===== src/rtl/reversible_restoring_divider.sv =====
// ---------------------------------------------------------------------------
// reversible_restoring_divider
//   Sequential unsigned restoring divider, one quotient bit per RUN cycle.
//   The trial subtraction R - D is formed as R + ~D + 1 on a chain of
//   reversible (Peres-gate) full adders: WIDTH/4 four-bit slices plus one
//   extra full adder for the top bit, carry-in tied to 1.
//
//   Optional feature macro: DIV_ZERO_FLAG_EN
//     defined   -> div_zero port present; divisor 0 finishes in one edge
//     undefined -> no div_zero port; divisor 0 runs the full algorithm
//
// Ports
//   clk        in   system clock, rising edge
//   rst        in   asynchronous active-high reset
//   start      in   request, sampled only in IDLE
//   dividend   in   WIDTH  unsigned dividend, sampled with start
//   divisor    in   WIDTH  unsigned divisor, sampled with start
//   busy       out  high while a division is running
//   done       out  one-cycle pulse, quotient/remainder valid
//   quotient   out  WIDTH  unsigned quotient
//   remainder  out  WIDTH  unsigned remainder
//   div_zero   out  divide-by-zero flag (DIV_ZERO_FLAG_EN only)
// ---------------------------------------------------------------------------

// Reversible full adder built from two Peres gates.
//   Peres(A,B,C) = (A, A^B, (A&B)^C)
//   gate 1: (a, b, 0)    -> (a, p=a^b, g=a&b)
//   gate 2: (p, cin, g)  -> (p, sum=p^cin, cout=(p&cin)^g)
module rev_fa (
  input  logic a,
  input  logic b,
  input  logic cin,
  output logic sum,
  output logic cout
);
  logic p;
  logic g;

  assign p    = a ^ b;
  assign g    = a & b;
  assign sum  = p ^ cin;
  assign cout = (p & cin) ^ g;
endmodule

// Four-bit ripple slice of reversible full adders.
module rev_add4 (
  input  logic [3:0] a,
  input  logic [3:0] b,
  input  logic       cin,
  output logic [3:0] sum,
  output logic       cout
);
  logic [4:0] c;

  assign c[0] = cin;
  for (genvar i = 0; i < 4; i++) begin : g_fa
    rev_fa u_fa (
      .a   (a[i]),
      .b   (b[i]),
      .cin (c[i]),
      .sum (sum[i]),
      .cout(c[i+1])
    );
  end
  assign cout = c[4];
endmodule

module reversible_restoring_divider #(
  parameter int WIDTH = 8
) (
  input  logic             clk,
  input  logic             rst,
  input  logic             start,
  input  logic [WIDTH-1:0] dividend,
  input  logic [WIDTH-1:0] divisor,
  output logic             busy,
  output logic             done,
  output logic [WIDTH-1:0] quotient,
`ifdef DIV_ZERO_FLAG_EN
  output logic             div_zero,
`endif
  output logic [WIDTH-1:0] remainder
);

  localparam int NSLICE = WIDTH / 4;
  localparam int CW     = $clog2(WIDTH + 1);

  if ((WIDTH % 4) != 0 || WIDTH < 4) begin : g_bad_width
    $error("reversible_restoring_divider: WIDTH must be a positive multiple of 4");
  end

  typedef enum logic [1:0] {
    S_IDLE = 2'd0,
    S_RUN  = 2'd1,
    S_DONE = 2'd2
  } state_t;

  state_t           state_q, state_d;
  logic [CW-1:0]    cnt_q, cnt_d;
  logic [WIDTH-1:0] r_q, r_d;       // partial remainder, always < D between iterations
  logic [WIDTH-1:0] q_q, q_d;       // dividend bits shifting out / quotient bits shifting in
  logic [WIDTH-1:0] d_q, d_d;
  logic [WIDTH-1:0] quot_q, quot_d;
  logic [WIDTH-1:0] rem_q, rem_d;
  logic             accept;
  logic             finish;
`ifdef DIV_ZERO_FLAG_EN
  logic             dz_q, dz_d;     // latched "divisor was zero" for the current job
  logic             dzf_q, dzf_d;   // flag presented alongside the result
`endif

  // Trial subtraction operands: {R,Q} shifted left by one, minus {0,D}.
  logic [WIDTH:0]   r_sh;
  logic [WIDTH:0]   d_inv;
  logic [WIDTH-1:0] t_low;
  logic             t_sign;
  logic             t_cout;
  logic [NSLICE:0]  sc;
  logic             no_borrow;

  assign r_sh  = {r_q, q_q[WIDTH-1]};
  assign d_inv = ~{1'b0, d_q};
  assign sc[0] = 1'b1;

  for (genvar s = 0; s < NSLICE; s++) begin : g_slice
    rev_add4 u_slice (
      .a   (r_sh[4*s +: 4]),
      .b   (d_inv[4*s +: 4]),
      .cin (sc[s]),
      .sum (t_low[4*s +: 4]),
      .cout(sc[s+1])
    );
  end

  rev_fa u_top (
    .a   (r_sh[WIDTH]),
    .b   (d_inv[WIDTH]),
    .cin (sc[NSLICE]),
    .sum (t_sign),
    .cout(t_cout)
  );

  // Carry-out 1 means R >= D. The sign bit is then 0 as well, because the
  // shifted remainder is below 2*D; requiring both keeps a malformed trial
  // from ever being committed.
  assign no_borrow = t_cout & ~t_sign;

  assign accept = (state_q == S_IDLE) && start;
`ifdef DIV_ZERO_FLAG_EN
  assign finish = (state_q == S_RUN) && ((cnt_q == '0) || dz_q);
`else
  assign finish = (state_q == S_RUN) && (cnt_q == '0);
`endif

  // State register
  always_ff @(posedge clk or posedge rst) begin
    if (rst) state_q <= S_IDLE;
    else     state_q <= state_d;
  end

  // Next-state logic
  always_comb begin
    state_d = state_q;
    unique case (state_q)
      S_IDLE:  if (start) state_d = S_RUN;
      S_RUN:   if (finish) state_d = S_DONE;
      S_DONE:  state_d = S_IDLE;
      default: state_d = S_IDLE;
    endcase
  end

  // Output logic
  always_comb begin
    busy = (state_q == S_RUN);
    done = (state_q == S_DONE);
  end

  assign quotient  = quot_q;
  assign remainder = rem_q;
`ifdef DIV_ZERO_FLAG_EN
  assign div_zero  = dzf_q;
`endif

  // Datapath next-state
  always_comb begin
    cnt_d  = cnt_q;
    r_d    = r_q;
    q_d    = q_q;
    d_d    = d_q;
    quot_d = quot_q;
    rem_d  = rem_q;
`ifdef DIV_ZERO_FLAG_EN
    dz_d   = dz_q;
    dzf_d  = dzf_q;
`endif
    if (accept) begin
      d_d   = divisor;
      q_d   = dividend;
      r_d   = '0;
      cnt_d = CW'(WIDTH);
`ifdef DIV_ZERO_FLAG_EN
      dz_d  = (divisor == '0);
      dzf_d = 1'b0;
`endif
    end else if (finish) begin
`ifdef DIV_ZERO_FLAG_EN
      if (dz_q) begin
        // Q still holds the unshifted dividend when RUN is skipped.
        quot_d = '1;
        rem_d  = q_q;
        dzf_d  = 1'b1;
      end else begin
        quot_d = q_q;
        rem_d  = r_q;
      end
`else
      quot_d = q_q;
      rem_d  = r_q;
`endif
    end else if (state_q == S_RUN) begin
      if (no_borrow) begin
        r_d = t_low;
        q_d = {q_q[WIDTH-2:0], 1'b1};
      end else begin
        r_d = r_sh[WIDTH-1:0];  // restore: keep the shifted remainder
        q_d = {q_q[WIDTH-2:0], 1'b0};
      end
      cnt_d = cnt_q - 1'b1;
    end
  end

  // Datapath registers
  always_ff @(posedge clk or posedge rst) begin
    if (rst) begin
      cnt_q  <= '0;
      r_q    <= '0;
      q_q    <= '0;
      d_q    <= '0;
      quot_q <= '0;
      rem_q  <= '0;
`ifdef DIV_ZERO_FLAG_EN
      dz_q   <= 1'b0;
      dzf_q  <= 1'b0;
`endif
    end else begin
      cnt_q  <= cnt_d;
      r_q    <= r_d;
      q_q    <= q_d;
      d_q    <= d_d;
      quot_q <= quot_d;
      rem_q  <= rem_d;
`ifdef DIV_ZERO_FLAG_EN
      dz_q   <= dz_d;
      dzf_q  <= dzf_d;
`endif
    end
  end

endmodule


===== config.mk =====
export PLATFORM = sky130hd
export DESIGN_NAME = reversible_restoring_divider
export DESIGN_NICKNAME = d
export VERILOG_FILES = /design/src/rtl/reversible_restoring_divider.sv
export SDC_FILE = /design/constraint.sdc
export NUM_CORES = 1
export LEC_CHECK = 0
export CAP_MARGIN = 10
export CORE_MARGIN = 10
export CORE_UTILIZATION = 56
export DETAILED_ROUTE_END_ITERATION = 10
export MAX_ROUTING_LAYER = met4
export PLACE_DENSITY = 0.83
export SYNTH_ARGS = -nofsm -noshare
export SYNTH_HDL_FRONTEND = slang
export SYNTH_SLANG_ARGS = --single-unit
export TNS_END_PERCENT = 30

===== constraint.sdc =====
create_clock -name clk -period 11 [get_ports clk]
set_clock_uncertainty 0.2 [all_clocks]
set_input_delay 2.2 -clock clk [delete_from_list [all_inputs] [get_ports clk]]
set_output_delay 2.2 -clock clk [all_outputs]
set_load 0.02 [all_outputs]

Yosys cells after proc, flatten, opt, wreduce, memory -nomap -nowiden
Cells that the tools add are included.
Operators by class
  add/sub/neg operators: 1
  multiply operators: 0
  divide/modulo/power cells: 0
  magnitude comparators: 0
  equal/unequal tests: 5
  shift-type cells: 0
  multiplexer cells: 14
  bitwise logic cells: 48
  reduce and logical (&&, ||, !) cells: 8
Operators by type and width (number)
  2-to-1 mux 8 bit: 7
  bitwise XOR 1 bit: 26
  bitwise AND 1 bit: 18
  2-to-1 mux 4 bit: 3
  inverter 8 -> 9 bit: 1
  AND reduction 2 bit: 3
  logical NOT 4 bit: 1
  2-to-1 mux 2 bit: 2
  != test 2 bit (second input constant): 2
  one-hot mux 2 bit (2 select lines): 1
  subtractor 4 x 1 -> 4 bit (second input constant): 1
  inverter 1 bit: 3
  equality test 2 x 1 -> 1 bit (second input constant): 1
  equality test 2 bit (second input constant): 1
  logical AND 1 bit: 2
  logical NOT 2 bit: 1
  != test 2 x 1 -> 1 bit (second input constant): 1
  nonzero test 2 bit: 1
  2-to-1 mux 1 bit: 1
Word-level totals
  register bits after elaboration: 46
  bits in latches: 0
  RAM bits: 0
  ROM bits: 0
  output and inout port bits: 18
  logic and storage cells: 83
  memories kept: 0

Longest topological paths before layout
Gate-level depths: netlist of run 1.
  word-level depth: 24
  mapped depth: 12
  mapped depth without buffers: 12

By module
A second synthesis of run 1 with hierarchy kept.
Second synthesis, totals
  cell total of the unflattened synthesis: 191
  area total of the unflattened synthesis: 2248.4 µm²
By module, submodules not included
  reversible_restoring_divider: instances 1, cells each 182, area each 2068.2 µm², sequential area each 1151.1 µm²
  rev_fa: instances 9, cells each 1, area each 20.0 µm², sequential area each 0.0 µm²

Worst setup path before layout of run 1
No wires, ideal clock.
  kind: reg2reg
  start: reg d_q[0]
  end: reg r_q[0]
  library setup time: 125 ps
  data arrival time: 4070 ps
  required time: 10675 ps
  path slack: 6605 ps
  cell stages (with the launch flop): 12
  path buffers: 0
  cell sequence: dfrtp_1 -> ha_1 -> fa_1 -> fa_1 -> fa_1 -> fa_1 -> fa_1 -> fa_1 -> fa_1 -> xnor2_2 -> mux2i_1 -> mux2_4
Between the ends
  word-level cells in the longest chain between the ends: 24
  elaborated cells between the ends (all ways): 28
  classes of those cells: 4 x mux; 24 x bitwise
RTL lines
  from (decl): RTL line 102  | logic [WIDTH-1:0] d_q, d_d;
  from (signal assigned): RTL line 238  | d_q <= '0;
  from (signal assigned): RTL line 249  | d_q <= d_d;
  inverter 8 -> 9 bit (*): RTL line 122  | assign d_inv = ~{1'b0, d_q};
  bitwise XOR 1 bit or bitwise AND 1 bit (tied branches): RTL line 39, 40
  bitwise XOR 1 bit: RTL line 42  | assign cout = (p & cin) ^ g;
  bitwise AND 1 bit: RTL line 42
  bitwise XOR 1 bit: RTL line 42
  bitwise AND 1 bit: RTL line 42
  bitwise XOR 1 bit: RTL line 42
  bitwise AND 1 bit: RTL line 42
  [8 not listed]
  bitwise XOR 1 bit: RTL line 42
  bitwise AND 1 bit or bitwise XOR 1 bit (tied branches): RTL line 42, 41
  bitwise XOR 1 bit or inverter 1 bit (tied branches): RTL line 42, 146
  bitwise AND 1 bit: RTL line 146  | assign no_borrow = t_cout & ~t_sign;
  2-to-1 mux 8 bit (*): RTL line 221  | if (no_borrow) begin
  2-to-1 mux 8 bit (*): RTL line 220  | end else if (state_q == S_RUN) begin
  2-to-1 mux 8 bit (*): RTL line 205  | end else if (finish) begin
  2-to-1 mux 8 bit (*): RTL line 196  | if (accept) begin
  to (signal assigned): RTL line 247  | r_q <= r_d;
  to (decl): RTL line 100  | logic [WIDTH-1:0] r_q, r_d;
Mark *: on every way between the ends. The rest lies on a longest branch, timed or not. The select of a mux whose other input is x is not followed.
A chain may end at the register's enable or synchronous reset.

Worst setup path after layout of run 1
  start: reg q_q[7]
  end: reg r_q[2]
Between the ends
  word-level cells in the longest chain between the ends: 23
  elaborated cells between the ends (all ways): 27
  classes of those cells: 4 x mux; 23 x bitwise
RTL lines
  from (decl): RTL line 101  | logic [WIDTH-1:0] q_q, q_d;
  from (signal assigned): RTL line 248  | q_q <= q_d;
  bitwise XOR 1 bit or bitwise AND 1 bit (tied branches): RTL line 39, 40
  bitwise XOR 1 bit (*): RTL line 42
  bitwise AND 1 bit (*): RTL line 42
  bitwise XOR 1 bit (*): RTL line 42
  bitwise AND 1 bit: RTL line 42
  bitwise XOR 1 bit: RTL line 42
  bitwise AND 1 bit: RTL line 42
  bitwise XOR 1 bit: RTL line 42
  [7 not listed]
  bitwise XOR 1 bit: RTL line 42
  bitwise AND 1 bit or bitwise XOR 1 bit (tied branches): RTL line 42, 41
  bitwise XOR 1 bit or inverter 1 bit (tied branches): RTL line 42, 146
  bitwise AND 1 bit: RTL line 146
  2-to-1 mux 8 bit (*): RTL line 221
  2-to-1 mux 8 bit (*): RTL line 220
  2-to-1 mux 8 bit (*): RTL line 205
  2-to-1 mux 8 bit (*): RTL line 196
Marks and branches as above.

==> results of run 1 <==
## metal layers
layer	wire length [um]	share of wire
met1	1894	0.43
met2	2192	0.50
met3	239	0.054
met4	76	0.017
met5	0	0
## tightest hold or removal path: stages (launching register included)
cell     delay, ps
dfrtp_1        360
nand2_1         60
nand2_1         60
## through the flow
stage               area, um^2  hold slack (ps)
finish                    2706            302.5
global route              2706            327.4
CTS                       2706            307.9
detailed placement        2600            288.6
global placement          2600            267.3
floorplan                 2206            252.3
## synthesized netlist by cell type, drive strengths merged
cell / n
a21oi: 1
a221o: 4
a22o: 1
a31oi: 1
a32oi: 1
and2: 1
and3: 5
buf: 5
clkbuf: 4
dfrtp: 46
fa: 7
ha: 3
inv: 13
mux2: 24
mux2i: 10
nand2: 33
nand3: 5
nor2: 8
nor2b: 2
nor3: 1
nor3b: 1
o211ai: 3
o21ai: 1
o31ai: 1
or3b: 2
xnor2: 1
## report_power, final
part           switching (uW)  internal (uW)  total, uW
Sequential               56.7            255        312
Combinational             235            263        497
Clock                    54.2           68.0        122
## state kept, by name (all words and copies together), names as in the netlist
signal	flops
r_q	8
cnt_q	4
d_q	8
remainder	8
quotient	8
q_q	8
state_q	2
## placed cells by master, fill, tap and decap left out, drive strengths merged
| master | synthesis | routed |
|---|---|---|
| nand3 | 5 | 5 |
| o21ai | 1 | 1 |
| or3b | 2 | 2 |
| nor3b | 1 | 1 |
| nand2 | 33 | 33 |
| buf | 5 | 3 |
| inv | 13 | 12 |
| a221o | 4 | 4 |
| clkinv | 0 | 1 |
| a21oi | 1 | 1 |
| dfrtp | 46 | 46 |
| fa | 7 | 7 |
| bufinv | 0 | 1 |
| clkbuf | 4 | 7 |
| nor2b | 2 | 2 |
| a31oi | 1 | 1 |
| clkdlybuf4s50 | 0 | 36 |
| a32oi | 1 | 1 |
| and3 | 5 | 5 |
| o211ai | 3 | 3 |
| ha | 3 | 3 |
| o31ai | 1 | 1 |
| mux2i | 10 | 10 |
| a22o | 1 | 1 |
| nor2 | 8 | 8 |
| mux2 | 24 | 24 |
| and2 | 1 | 1 |
| xnor2 | 1 | 1 |
| nor3 | 1 | 1 |
## worst max-delay path by stage
stage / start / to / slack [ps] / depth (start not counted)
2_1_floorplan: d_q[0] / r_q[0] / 6610 / 11
5_1_grt: q_q[7] / r_q[5] / 6120 / 12
3_5_place_dp: q_q[7] / r_q[2] / 6300 / 12
6_report: q_q[7] / r_q[2] / 6280 / 12
3_3_place_gp: q_q[7] / r_q[1] / 6430 / 12
4_1_cts: q_q[7] / r_q[2] / 6260 / 12
## logic make-up (layout without fill, tap and decap cells)
group / count (synthesis) / count (layout) / synth area share
AOI/OAI and AO/OA: 13 / 13 / 0.04708
xor gates and xnor gates: 1 / 1 / 0.007376
adders and majority gates: 10 / 10 / 0.08054
buffers and inverters: 22 / 60 / 0.04424
DFF: 46 / 46 / 0.5218
muxes: 34 / 34 / 0.1747
and+or+nand+nor: 58 / 58 / 0.1242
## final cells by class
class | instances | area [um^2]
Clock buffer | 7 | 76.32
Clock inverter | 1 | 30.03
Fill cell | 256 | 1037
Inverter | 13 | 48.80
Multi-Input combinational cell | 116 | 957.2
Sequential cell | 46 | 1151
Tap cell | 48 | 60.06
Timing Repair Buffer | 39 | 382.9
==> impl_metrics.yaml, run 1 <==
synthesis:
  synth_top_cells_by_area: "dfrtp_1 52%, mux2_2 10%, fa_1 6.4%"
  ys_ff_latch: 46
  synthesis.nets: 213
  yosysTopAreaCell: "dfrtp_1"
  synth_top_area_frac: 0.5218
  syn_inst: 184
  avgSynthCellArea_um2: 11.99
  syn-cell-area_um2: 2206
  synth_cell_types: 31
  ys_seq_area_frac: 0.5218
  yosysWarningCount: 0
pwr:
  fin_total_pwr_uw: 931.7
  peakVddDrop_mv: 0.1591
  cellPowerDensity_nw_per_um2: 344.3
  p_leak_uw: 0.001298
min_path:
  min-delay-start: "d_q[0]"
  hold_path_depth: 2
  hold_path.class: "reg -> reg"
  min_to: "d_q[0]"
clock_tree:
  cts.sinks: 46
  post-cts-setup-buffers: 0
  insertion_delay_ps: 300
  cts_tree: "yes"
  clk_path_buf_depth: 2
  post_cts_resized: 0
  htreeDepth: 2
  cts_hold_buffers: 0
  path_clk_slew_ps: 80
  cts-buffers-inserted: 5
  clock-root-buffer: "clkbuf_8"
place:
  gp_congestion: 0.8052
  dpl.hpwl_mm: 3.322
  dp_cells: 262
  portBuffers: 36
  pre_cts_slack_ps: 6300
global_routing:
  top_usage_layer: "met2"
  grt_pass1_wl_mm: 7.548
  grt_antenna_before_repair: 0
  grt_util_met3: 0.03672
  grt-ovfl-total: 0
  grt_util_all_layers: 0.1479
  grt_pass1_vias: 1540
  grt_max_degree: 47
  use_met1: 0.1757
  met2_usage: 0.2384
drt:
  wl_per_cell_um: 16.30
  drc: 0
  first_pass_iters: 4
  ant_nets: 0
  drtIter0Drc: 87
  num_vias: 1486
  post_drt_via_cell_ratio: 5.504
  drt-total-wl_mm: 4.402
outcome:
  status: "completed"
final_layout:
  area_growth_pct: 22.69
  nNetsFinal: 250
  drive_above_1_share: 0.1757
  antenna_cells: 0
  finalNonFillerCells: 270
  fin_util: 0.7229
critical_path:
  reg2reg_slack_ps: 6280
  path_cells: "inv_1 -> ha_1 -> fa_1 -> fa_1 -> fa_1 -> fa_1 -> fa_1 -> fa_1 -> fa_1 -> xnor2_2 -> mux2i_1 -> mux2_4"
  worst-r2r-cell-count: 12
  crit_slowest_cell: "xnor2_2"
  crit_top_cell: "fa_1"
  cp_max_fo: 9
  startpoint_type: "register"
  crit_type: "reg -> reg"
  critPathArrivalTime_ps: 4700
  worstSetupEndpointType: "register"
  r2r_end: "r_q[2]"
  max_stage_delay_ps: 530
  crit_buf_inv: 1
  critPathTopFamily: "adder cells"
  crit_required_ps: 10980
  r2r_start: "q_q[7]"
floorplanning:
  die_height_um: 82.76
  io_pins: 37
  die_w_um: 82.76
  coreArea_um2: 3744
  fp-row-count: 22
  initial_core_util: 0.5892
  dieArea_um2: 6849
run:
  maxCapViolCount: 0
timing:
  max-slew-margin-rel: 0.5717
  tightest_slew_ps: 639.4
  finalSetupTns_ps: 0
  rsz0062_at_grt: "false"
  layout_setup_ws_ps: 6283
  hold_violations: 0
  period_needed_ps: 4717
  setup_viol_count_final: 0
  drv_slew: 0
  max_freq_mhz: 212.0
  period_share: 0.4288
No activity file was read; power rests on OpenSTA's default activity.
==> run 2, diff against run 1 <==
--- a/config.mk
+++ b/config.mk
@@ -7,10 +7,10 @@
 export LEC_CHECK = 0
 export CAP_MARGIN = 10
 export CORE_MARGIN = 10
-export CORE_UTILIZATION = 56
+export CORE_UTILIZATION = 52
 export DETAILED_ROUTE_END_ITERATION = 10
 export MAX_ROUTING_LAYER = met4
-export PLACE_DENSITY = 0.83
+export PLACE_DENSITY = 0.78
 export SYNTH_ARGS = -nofsm -noshare
 export SYNTH_HDL_FRONTEND = slang
 export SYNTH_SLANG_ARGS = --single-unit
==> constraint.sdc (replaced) <==
create_clock -name clk -period 4.7 [get_ports clk]
set_clock_uncertainty 0.2 [all_clocks]
set_input_delay 0.94 -clock clk [delete_from_list [all_inputs] [get_ports clk]]
set_output_delay 0.94 -clock clk [all_outputs]
set_load 0.02 [all_outputs]
==> run 2 against run 1 <==
Net effect:
- sequential share of layout area shrank 1.1 points
- first-iteration DRC count increased by 29%
- hold slack better by 3.1 ps
- critical path type unchanged
- highest routed layer unchanged
==> impl_metrics.yaml, run 2 (same netlist as run 1, synthesis figures left out) <==
run:
  maxCapViolCount: 0
critical_path:
  path_cells: "inv_1 -> ha_1 -> fa_1 -> fa_1 -> fa_1 -> fa_1 -> fa_1 -> fa_1 -> fa_2 -> xnor2_4 -> mux2i_1 -> mux2_2"
  worstSetupEndpointType: "register"
  startpoint_type: "register"
  crit_required_ps: 4680
  max_stage_delay_ps: 440
  worst-r2r-cell-count: 12
  critPathTopFamily: "adder cells"
  crit_top_cell: "fa_1"
  crit_slowest_cell: "fa_2"
  critPathArrivalTime_ps: 4510
  reg2reg_slack_ps: 170
  r2r_end: "r_q[4]"
  crit_type: "reg -> reg"
  cp_max_fo: 5
  crit_buf_inv: 1
  r2r_start: "q_q[7]"
final_layout:
  drive_above_1_share: 0.1928
  design_area_um2: 2775
  layout_common_cells: "46 x dfrtp_1, 36 x clkdlybuf4s50_1, 33 x nand2_1"
  final_common_cell: "dfrtp_1"
  nFillCells: 280
  nNetsFinal: 251
  area_growth_pct: 25.81
  antenna_cells: 0
  finalNonFillerCells: 273
clock_tree:
  clock-root-buffer: "clkbuf_8"
  cts_tree: "yes"
  cts_hold_buffers: 0
  post-cts-setup-buffers: 0
  htreeDepth: 2
  cts-buffers-inserted: 5
  insertion_delay_ps: 300
  cts.sinks: 46
  clk_path_buf_depth: 2
  path_clk_slew_ps: 80
min_path:
  hold_path_depth: 1
  min-delay-start: "remainder[5]"
  hold_path.class: "reg -> reg"
  min_to: "remainder[5]"
pwr:
  peakVddDrop_mv: 0.3985
  p_leak_uw: 0.001325
  pwr-share-clk: 0.151
  pwr-share-comb: 0.535
  p_seq_frac: 0.314
  cellPowerDensity_nw_per_um2: 844.0
  p_switching_uw: 859.0
  p_int_uw: 1483
  fin_total_pwr_uw: 2342
  swShare: 0.3668
place:
  dpl_cell_area_um2: 2603
  dpl.hpwl_mm: 3.399
  dp_cells: 264
  pre_cts_slack_ps: -19.38
  portBuffers: 36
  gp_congestion: 0.7487
floorplanning:
  die_height_um: 85.13
  die_w_um: 85.13
  io_pins: 37
  coreArea_um2: 4058
  dieArea_um2: 7247
  initial_core_util: 0.5436
  fp-row-count: 23
drt:
  drt-total-wl_mm: 4.799
  drtIter0Drc: 112
  drc: 0
  ant_nets: 0
  wl_per_cell_um: 17.58
  first_pass_iters: 4
  num_vias: 1480
  post_drt_via_cell_ratio: 5.421
global_routing:
  grt_pass1_vias: 1586
  grt_pass1_wl_mm: 8.169
  grt_max_degree: 47
  grt_util_all_layers: 0.1435
  grt-ovfl-total: 0
  grt_antenna_before_repair: 0
timing:
  hold_violations: 0
  period_needed_ps: 4529
  period_share: 0.9636
  max_freq_mhz: 220.8
  setup_viol_count_final: 0
  layout_setup_ws_ps: 171.3
  drv_slew: 0
  max-slew-margin-rel: 0.5412
  rsz0062_at_grt: "false"
  tightest_slew_ps: 688.3
  finalSetupTns_ps: 0
outcome:
  status: "completed"
-- run 2: cell types whose count changed in the layout (fill, tap and decap cells not counted), sizes merged --
cell | before | now
bufinv | 1 | 2
clkbuf | 7 | 6
xnor2 | 1 | 2
-- run 2: power groups by stage --
stage	clock, uW	combinational (uW)	sequential (uW)
floorplan	0	790	784
finish	354	1250	736
global placement	0	1110	723
detailed placement	0	1180	739
CTS	362	1230	736
global route	384	1370	764
-- run 2: layout make-up --
class	count	area [um^2]	area share
flip-flops and latches	46	1151	0.4148
clock buffers	6	82.58	0.02976
multi-input cells	117	987.2	0.3557
clock inverters	2	60.06	0.02164
inverters	13	48.80	0.01758
well taps	50	62.56	0.02254
repair buffers	39	382.9	0.1380
-- run 2: metal layers --
layer,vias to the layer above,GRT usage,routed length [um]
li1,694,-,-
met1,733,0.1652,1998
met2,43,0.2296,2483
met3,10,0.04971,210
met4,0,0.04491,107
met5,-,-,0
-- run 2: how the worst max path moves through the flow --
| stage | start | to | slack (ps) | depth (start not counted) |
|---|---|---|---|---|
| final | q_q[7] | r_q[4] | 170 | 12 |
| after global routing | q_q[7] | r_q[6] | 50 | 12 |
| after CTS | q_q[7] | r_q[4] | 50 | 12 |
| after detailed placement | d_q[0] | r_q[0] | -20 | 11 |
| after global placement | d_q[0] | r_q[1] | 160 | 11 |
| after floorplan | d_q[0] | r_q[0] | 310 | 11 |
-- run 2: through the flow --
| stage | utilization | hold slack (ps) |
|---|---|---|
| 3_3_place_gp | 0.6414 | 272.6 |
| 3_5_place_dp | 0.6414 | 291.7 |
| 4_1_cts | 0.6793 | 310.9 |
| 6_report | 0.6839 | 305.7 |
| 5_1_grt | 0.6839 | 316.9 |
| 2_1_floorplan | - | 252.3 |
-- run 2: timing repair --
| action | CTS | global route |
|---|---|---|
| resized for setup | 1 | 1 |
| gates cloned | 0 | 1 |
| pin swaps | 0 | 2 |
| setup endpoints to repair | 8 | 9 |
-- run 2: worst register-to-register path: stages (launching register included) --
cell	delay (ps)
dfrtp_1	360
inv_1	70
ha_1	200
fa_1	390
fa_1	400
fa_1	400
fa_1	410
fa_1	400
fa_1	410
fa_2	440
xnor2_4	320
mux2i_1	130
mux2_2	270
